<file path="src/rtl/adder_fu_pipe.sv">
// adder_fu_pipe: LANES x WIDTH-bit adder functional unit whose lanes can be fused
// at run time into groups of 2^k lanes. Each beat is an add or a subtract, with
// optional unsigned saturation per group.
//
// The pipeline has two stages with valid/ready on both sides. Stage 1 registers
// the per-lane carry-select pair: one sum assuming carry-in 0 and one assuming
// carry-in 1. Stage 2 ripples the group carry across the lanes and picks each
// lane's sum, saturates it if needed, and registers the result.
module adder_fu_pipe #(
  parameter int WIDTH = 16,
  parameter int LANES = 4,
  parameter int CFG_W = 2
) (
  input  logic                   clk,
  input  logic                   reset,      // asynchronous, active-low
  input  logic                   on_off,
  input  logic                   in_valid,
  output logic                   in_ready,
  input  logic [CFG_W-1:0]       config_in,
  input  logic                   op_in,
  input  logic                   sat_en,
  input  logic [LANES*WIDTH-1:0] a_in,
  input  logic [LANES*WIDTH-1:0] b_in,
  output logic                   out_valid,
  input  logic                   out_ready,
  output logic [LANES*WIDTH-1:0] result,
  output logic [LANES-1:0]       carry_out,
  output logic                   busy
);

  localparam int LOG_L = (LANES > 1) ? $clog2(LANES) : 0;

  // Stage 1 state.
  logic                        s1_valid;
  logic [CFG_W-1:0]            s1_k;
  logic                        s1_op;
  logic                        s1_sat;
  logic [LANES-1:0][WIDTH-1:0] s1_sum0;
  logic [LANES-1:0][WIDTH-1:0] s1_sum1;
  logic [LANES-1:0]            s1_c0;
  logic [LANES-1:0]            s1_c1;

  // Stage 2 state. The result and carry_out registers are the outputs.
  logic                        s2_valid;

  // Combinational next-state values.
  logic [LANES-1:0][WIDTH-1:0] nx_sum0;
  logic [LANES-1:0][WIDTH-1:0] nx_sum1;
  logic [LANES-1:0]            nx_c0;
  logic [LANES-1:0]            nx_c1;
  logic [LANES*WIDTH-1:0]      nx_result;
  logic [LANES-1:0]            nx_carry;

  logic accept;
  logic s2_load;

  // Accept when stage 1 is empty, or when it is about to move into stage 2.
  assign in_ready  = on_off & (!s1_valid | !s2_valid | out_ready);
  assign accept    = in_valid & in_ready;
  // Stage 1 moves into stage 2 when stage 2 is empty or is retiring this cycle.
  assign s2_load   = s1_valid & (!s2_valid | out_ready);
  assign out_valid = s2_valid;
  assign busy      = s1_valid | s2_valid;

  // Stage 1 datapath: invert B for subtract and form both carry-select sums per lane.
  always_comb begin
    logic [WIDTH-1:0] bp;
    logic [WIDTH:0]   t0;
    logic [WIDTH:0]   t1;
    // NOTE: every variable gets a default before any branch, so no latches are inferred.
    bp      = '0;
    t0      = '0;
    t1      = '0;
    nx_sum0 = '0;
    nx_sum1 = '0;
    nx_c0   = '0;
    nx_c1   = '0;
    for (int i = 0; i < LANES; i++) begin
      bp = op_in ? ~b_in[i*WIDTH +: WIDTH] : b_in[i*WIDTH +: WIDTH];
      t0 = {1'b0, a_in[i*WIDTH +: WIDTH]} + {1'b0, bp};
      t1 = {1'b0, a_in[i*WIDTH +: WIDTH]} + {1'b0, bp} + (WIDTH+1)'(1);
      nx_sum0[i] = t0[WIDTH-1:0];
      nx_c0[i]   = t0[WIDTH];
      nx_sum1[i] = t1[WIDTH-1:0];
      nx_c1[i]   = t1[WIDTH];
    end
  end

  // Stage 2 datapath: ripple the carry through each group, select sums, then saturate.
  always_comb begin
    int               grp_log;
    int               gmask;
    logic             cin;
    logic             g;
    logic [LANES-1:0] csel;
    grp_log   = (int'(s1_k) > LOG_L) ? LOG_L : int'(s1_k);
    gmask     = (1 << grp_log) - 1;
    cin       = 1'b0;
    g         = 1'b0;
    csel      = '0;
    nx_result = '0;
    nx_carry  = '0;
    // Walk upwards: the lowest lane of each group takes op as its carry-in.
    for (int j = 0; j < LANES; j++) begin
      if ((j & gmask) == 0) cin = s1_op;
      csel[j] = cin ? s1_c1[j] : s1_c0[j];
      nx_result[j*WIDTH +: WIDTH] = cin ? s1_sum1[j] : s1_sum0[j];
      if ((j & gmask) == gmask) nx_carry[j] = csel[j];
      cin = csel[j];
    end
    // Walk downwards: carry the group carry from the top lane to every lane of the group.
    for (int j = LANES - 1; j >= 0; j--) begin
      if ((j & gmask) == gmask) g = csel[j];
      if (s1_sat && (s1_op ? !g : g))
        nx_result[j*WIDTH +: WIDTH] = s1_op ? '0 : '1;
    end
  end

  // Valid bits for both stages. Reset discards any beats in flight.
  always_ff @(posedge clk or negedge reset) begin
    if (!reset) begin
      // NOTE: sequential state uses non-blocking assignments only.
      s1_valid <= 1'b0;
      s2_valid <= 1'b0;
    end else begin
      s1_valid <= accept | (s1_valid & !s2_load);
      s2_valid <= s2_load | (s2_valid & !out_ready);
    end
  end

  // Stage 1 payload register, loaded on every accepted beat.
  // NOTE: the payload has no reset; s1_valid qualifies it, so stale contents are never observed.
  always_ff @(posedge clk) begin
    if (accept) begin
      s1_k    <= config_in;
      s1_op   <= op_in;
      s1_sat  <= sat_en;
      s1_sum0 <= nx_sum0;
      s1_sum1 <= nx_sum1;
      s1_c0   <= nx_c0;
      s1_c1   <= nx_c1;
    end
  end

  // Stage 2 output registers. They hold their value while a stalled beat waits.
  always_ff @(posedge clk or negedge reset) begin
    if (!reset) begin
      result    <= '0;
      carry_out <= '0;
    end else if (s2_load) begin
      result    <= nx_result;
      carry_out <= nx_carry;
    end
  end

endmodule
</file>
<file path="config.mk">
export PLATFORM = sky130hd
export DESIGN_NAME = adder_fu_pipe
export DESIGN_NICKNAME = d
export VERILOG_FILES = /design/src/rtl/adder_fu_pipe.sv
export SDC_FILE = /design/constraint.sdc
export NUM_CORES = 1
export LEC_CHECK = 0
export CORE_MARGIN = 2
export CORE_UTILIZATION = 50
export DETAILED_ROUTE_END_ITERATION = 10
export GPL_TIMING_DRIVEN = 0
export PLACE_DENSITY = 0.79
export SYNTH_ARGS = -nofsm -noshare
export SYNTH_HDL_FRONTEND = slang
export SYNTH_SLANG_ARGS = --single-unit
</file>
<file path="constraint.sdc">
create_clock -name clk -period 4.3 [get_ports clk]
set_clock_uncertainty 0.2 [all_clocks]
set_input_delay 1.075 -clock clk [delete_from_list [all_inputs] [get_ports clk]]
set_output_delay 1.075 -clock clk [all_outputs]
set_load 0.005 [all_outputs]
</file>
==> impl_metrics.env <==
export IMPL_synth_top_family_by_area="compound AO/OA/AOI/OAI gates"
export IMPL_crit_path_start_kind="input port"
export IMPL_drive_gt1_frac=0.111
export IMPL_cts_tree="built"
export IMPL_final_common_cell="clkdlybuf4s50_1"
export IMPL_hpwlAfterDp_mm=24.0
export IMPL_cts_sink_count=210
export IMPL_synthSimpleGateAreaFrac=0.137
export IMPL_dieArea_um2=27500
export IMPL_die_w_um=166
export IMPL_grt_ovfl_total=0
export IMPL_worstSetupPathType="in2reg"
export IMPL_synth_xor_area_frac=0.111
export IMPL_gp_congestion=0.924
export IMPL_crit_path_end_kind="register"
export IMPL_grtUsageTotal=0.225
export IMPL_max_freq_mhz=235
export IMPL_worstPathArrival_ns=4.29
export IMPL_synth_distinct_cells=77
export IMPL_cp_common_cell="xor2_1"
export IMPL_min_period_ns=4.26
export IMPL_maxCapViolations=0
export IMPL_initial_core_util=0.505
export IMPL_status="finished clean"
export IMPL_slew_violations=0
export IMPL_drtIter0Drc=576
export IMPL_slew_headroom=0.400
export IMPL_hold_class="reg2reg"
export IMPL_wl_per_cell_um=17.0
export IMPL_first_global_vias=10400
export IMPL_irDropWorstVdd_uv=221
export IMPL_fp_dieH_um=166
export IMPL_power_total_mw=7.17
export IMPL_grt_setup_unrepaired="true"
export IMPL_synth_area_um2=13100
export IMPL_crit_buf_inv=4
export IMPL_setup_violations=0
export IMPL_cp_required_ns=4.33
export IMPL_yosysSeqAreaShare=0.455
export IMPL_firstDrtPassIters=5
export IMPL_core_um2=25900
export IMPL_viasPerCell=5.60
export IMPL_synthFlopType="edfxtp_1"
export IMPL_grt_max_degree=75
export IMPL_clockBufferDepth=3
export IMPL_min_period_over_period=0.990
export IMPL_rows=59
export IMPL_cp_cell_sequence="dlygate4sd2_1, clkbuf_16, buf_4, clkbuf_8, xor2_1, ha_1, o211ai_1, nand2_2, nand3_1, a211oi_4, xor2_2, nand3_2, nor4_4, xor2_1"
export IMPL_worstMarginPinSlew_ns=0.901
export IMPL_ant_nets=0
export IMPL_cpMaxStageDelayCell="a211oi_4"
export IMPL_port_buffers=207
export IMPL_grt_pass1_wl_mm=51.3
export IMPL_clk_pin_slew_ns=0.06
export IMPL_synthCells=1258
export IMPL_synth_seq_cells=210
export IMPL_async_reset_ff_frac=0.333
export IMPL_hold_violations=0
export IMPL_avgSynthCellArea_um2=10.4
export IMPL_cts_root_buffer="clkbuf_16"
export IMPL_cts_buffers=21
export IMPL_drc=0
export IMPL_setup_tns_ns=0
export IMPL_cts_hold_buf=0
export IMPL_cts_htree_levels=1
export IMPL_synthAdderAreaFrac=0.0759
export IMPL_clk_latency_ns=0.49
export IMPL_vias=10500
export IMPL_final_cell_mix="clkdlybuf4s50_1, edfxtp_1, nor2_1"
export IMPL_p_per_area_nw_per_um2=421
export IMPL_max_stage_delay_ns=0.42
export IMPL_areaGrowthSynthToFinish_pct=30.1
export IMPL_synth_edf_count=140
export IMPL_p_leak_nw=6.73
export IMPL_antenna_found_initial=5
export IMPL_path_max_fanout=10
export IMPL_io_pins=208
export IMPL_routed_wl_mm=32.0
export IMPL_muxShareOfSynthArea=0.0335
export IMPL_synth_compound_area_frac=0.154
export IMPL_final_nets=1735
export IMPL_synth_warnings=0
export IMPL_syn_nets=1472
export IMPL_crit_family="simple AND/OR/NAND/NOR gates"
[path summary, 6_finish.rpt]
kind,end,cells after the start,startpoint,slack [ns]
worst max-delay path,s1_c1[3],14,op_in,0.04
worst min-delay path,result[25],2,result[25],0.27
worst max register to register,result[37],11,s1_k[1],1.03
worst min register to register,result[25],2,result[25],0.27
max in group asynchronous,result[56],1,reset,2.80
min in group asynchronous,result[25],1,reset,0.52
[where the power goes]
group	switching [mW]	leakage [nW]	total, mW	internal [mW]
sequential	0.151	2.12	2.77	2.62
clock	0.746	0.319	1.79	1.04
combinational	1.34	4.29	2.61	1.26
total	2.24	6.73	7.17	4.93
[what timing repair did]
action / CTS / global route
buffers inserted: 22 / 11
gates cloned: 0 / 0
resized for setup: 53 / 30
pin swaps: 19 / 20
endpoints found under the setup margin: 44 / 17
[area by class of cell]
class                           count  area (um^2)
Fill cell                        1997         8880
Antenna cell                        5         12.5
Buffer                             50          342
Clock buffer                       28          562
Sequential cell                   210         5960
Inverter                           52          195
Clock inverter                      9          106
Tap cell                          335          419
Multi-Input combinational cell    945         7100
Timing Repair Buffer              241         2340
[metrics by stage]
step | hold WS (ns) | area, um^2 | cells | setup slack [ns] | utilization
final | 0.274 | 17000 | 1875 | 0.0445 | 0.657
after global routing | 0.306 | 17000 | 1875 | -0.122 | 0.657
after CTS | 0.278 | 16800 | 1859 | 0.0969 | 0.649
after detailed placement | 0.264 | 15700 | 1801 | -1.61 | 0.605
after global placement | 0.260 | 15600 | 1800 | -1.53 | 0.604
after floorplan | 0.270 | 13200 | 1258 | -0.00259 | -
[synthesized netlist by cell type, drive strengths merged, types with 4 or more instances]
library cell	count	area (um^2)
a21oi	67	347
nor2b	11	68.8
o21a	11	82.6
nor3	22	110
a21o	22	173
nand4	16	100
a21boi	4	30.0
nand2	105	394
a211o	4	35.0
o31ai	4	30.0
o211a	4	40.0
o21ai	29	145
mux2i	39	428
o211ai	13	97.6
a311oi	6	52.6
clkbuf	35	131
o311ai	17	149
or3	4	25.0
buf	16	109
ha	73	913
dfrtp	70	1750
a31oi	8	50.1
and3	4	25.0
xnor2	64	561
a211oi	42	383
nand3b	4	30.0
xor2	102	893
and2	9	56.3
edfxtp	140	4200
fa	4	80.1
nor4	21	131
nand3	51	255
nor2	115	447
o22ai	18	113
inv	51	191
nand2b	7	43.8
[layer usage]
layer,vias to the layer above,track usage,wire length (um)
met5,-,0,0
met4,0,0.0907,1290
met3,67,0.0257,1270
met2,284,0.407,16400
met1,5005,0.275,13000
li1,5142,-,-
[registers in the layout, indices dropped and copies added, names as in the netlist]
name	count
out_valid	1
s1_op	1
s1_sum0	64
s1_c1	4
carry_out	4
s1_sum1	64
s1_sat	1
result	64
s1_c0	4
s1_valid	1
s1_k	2
[kinds of logic (layout without fill, tap and decap cells)]
logic type	Yosys count	after routing
muxes	40	40
other	0	5
buffers and inverters	103	380
adders and majority gates	77	77
DFF	210	210
and+or+nand+nor	383	383
AOI/OAI and AO/OA	279	279
xor gates and xnor gates	166	166
[worst reg2reg max path, delay by kind of cell (launching register included)]
kind / cells / cell delay (ns)
DFF: 1 / 0.38
AOI/OAI and AO/OA: 5 / 1.20
buffers and inverters: 4 / 0.80
and+or+nand+nor: 2 / 0.52
No activity file was read; power rests on OpenSTA's default activity.
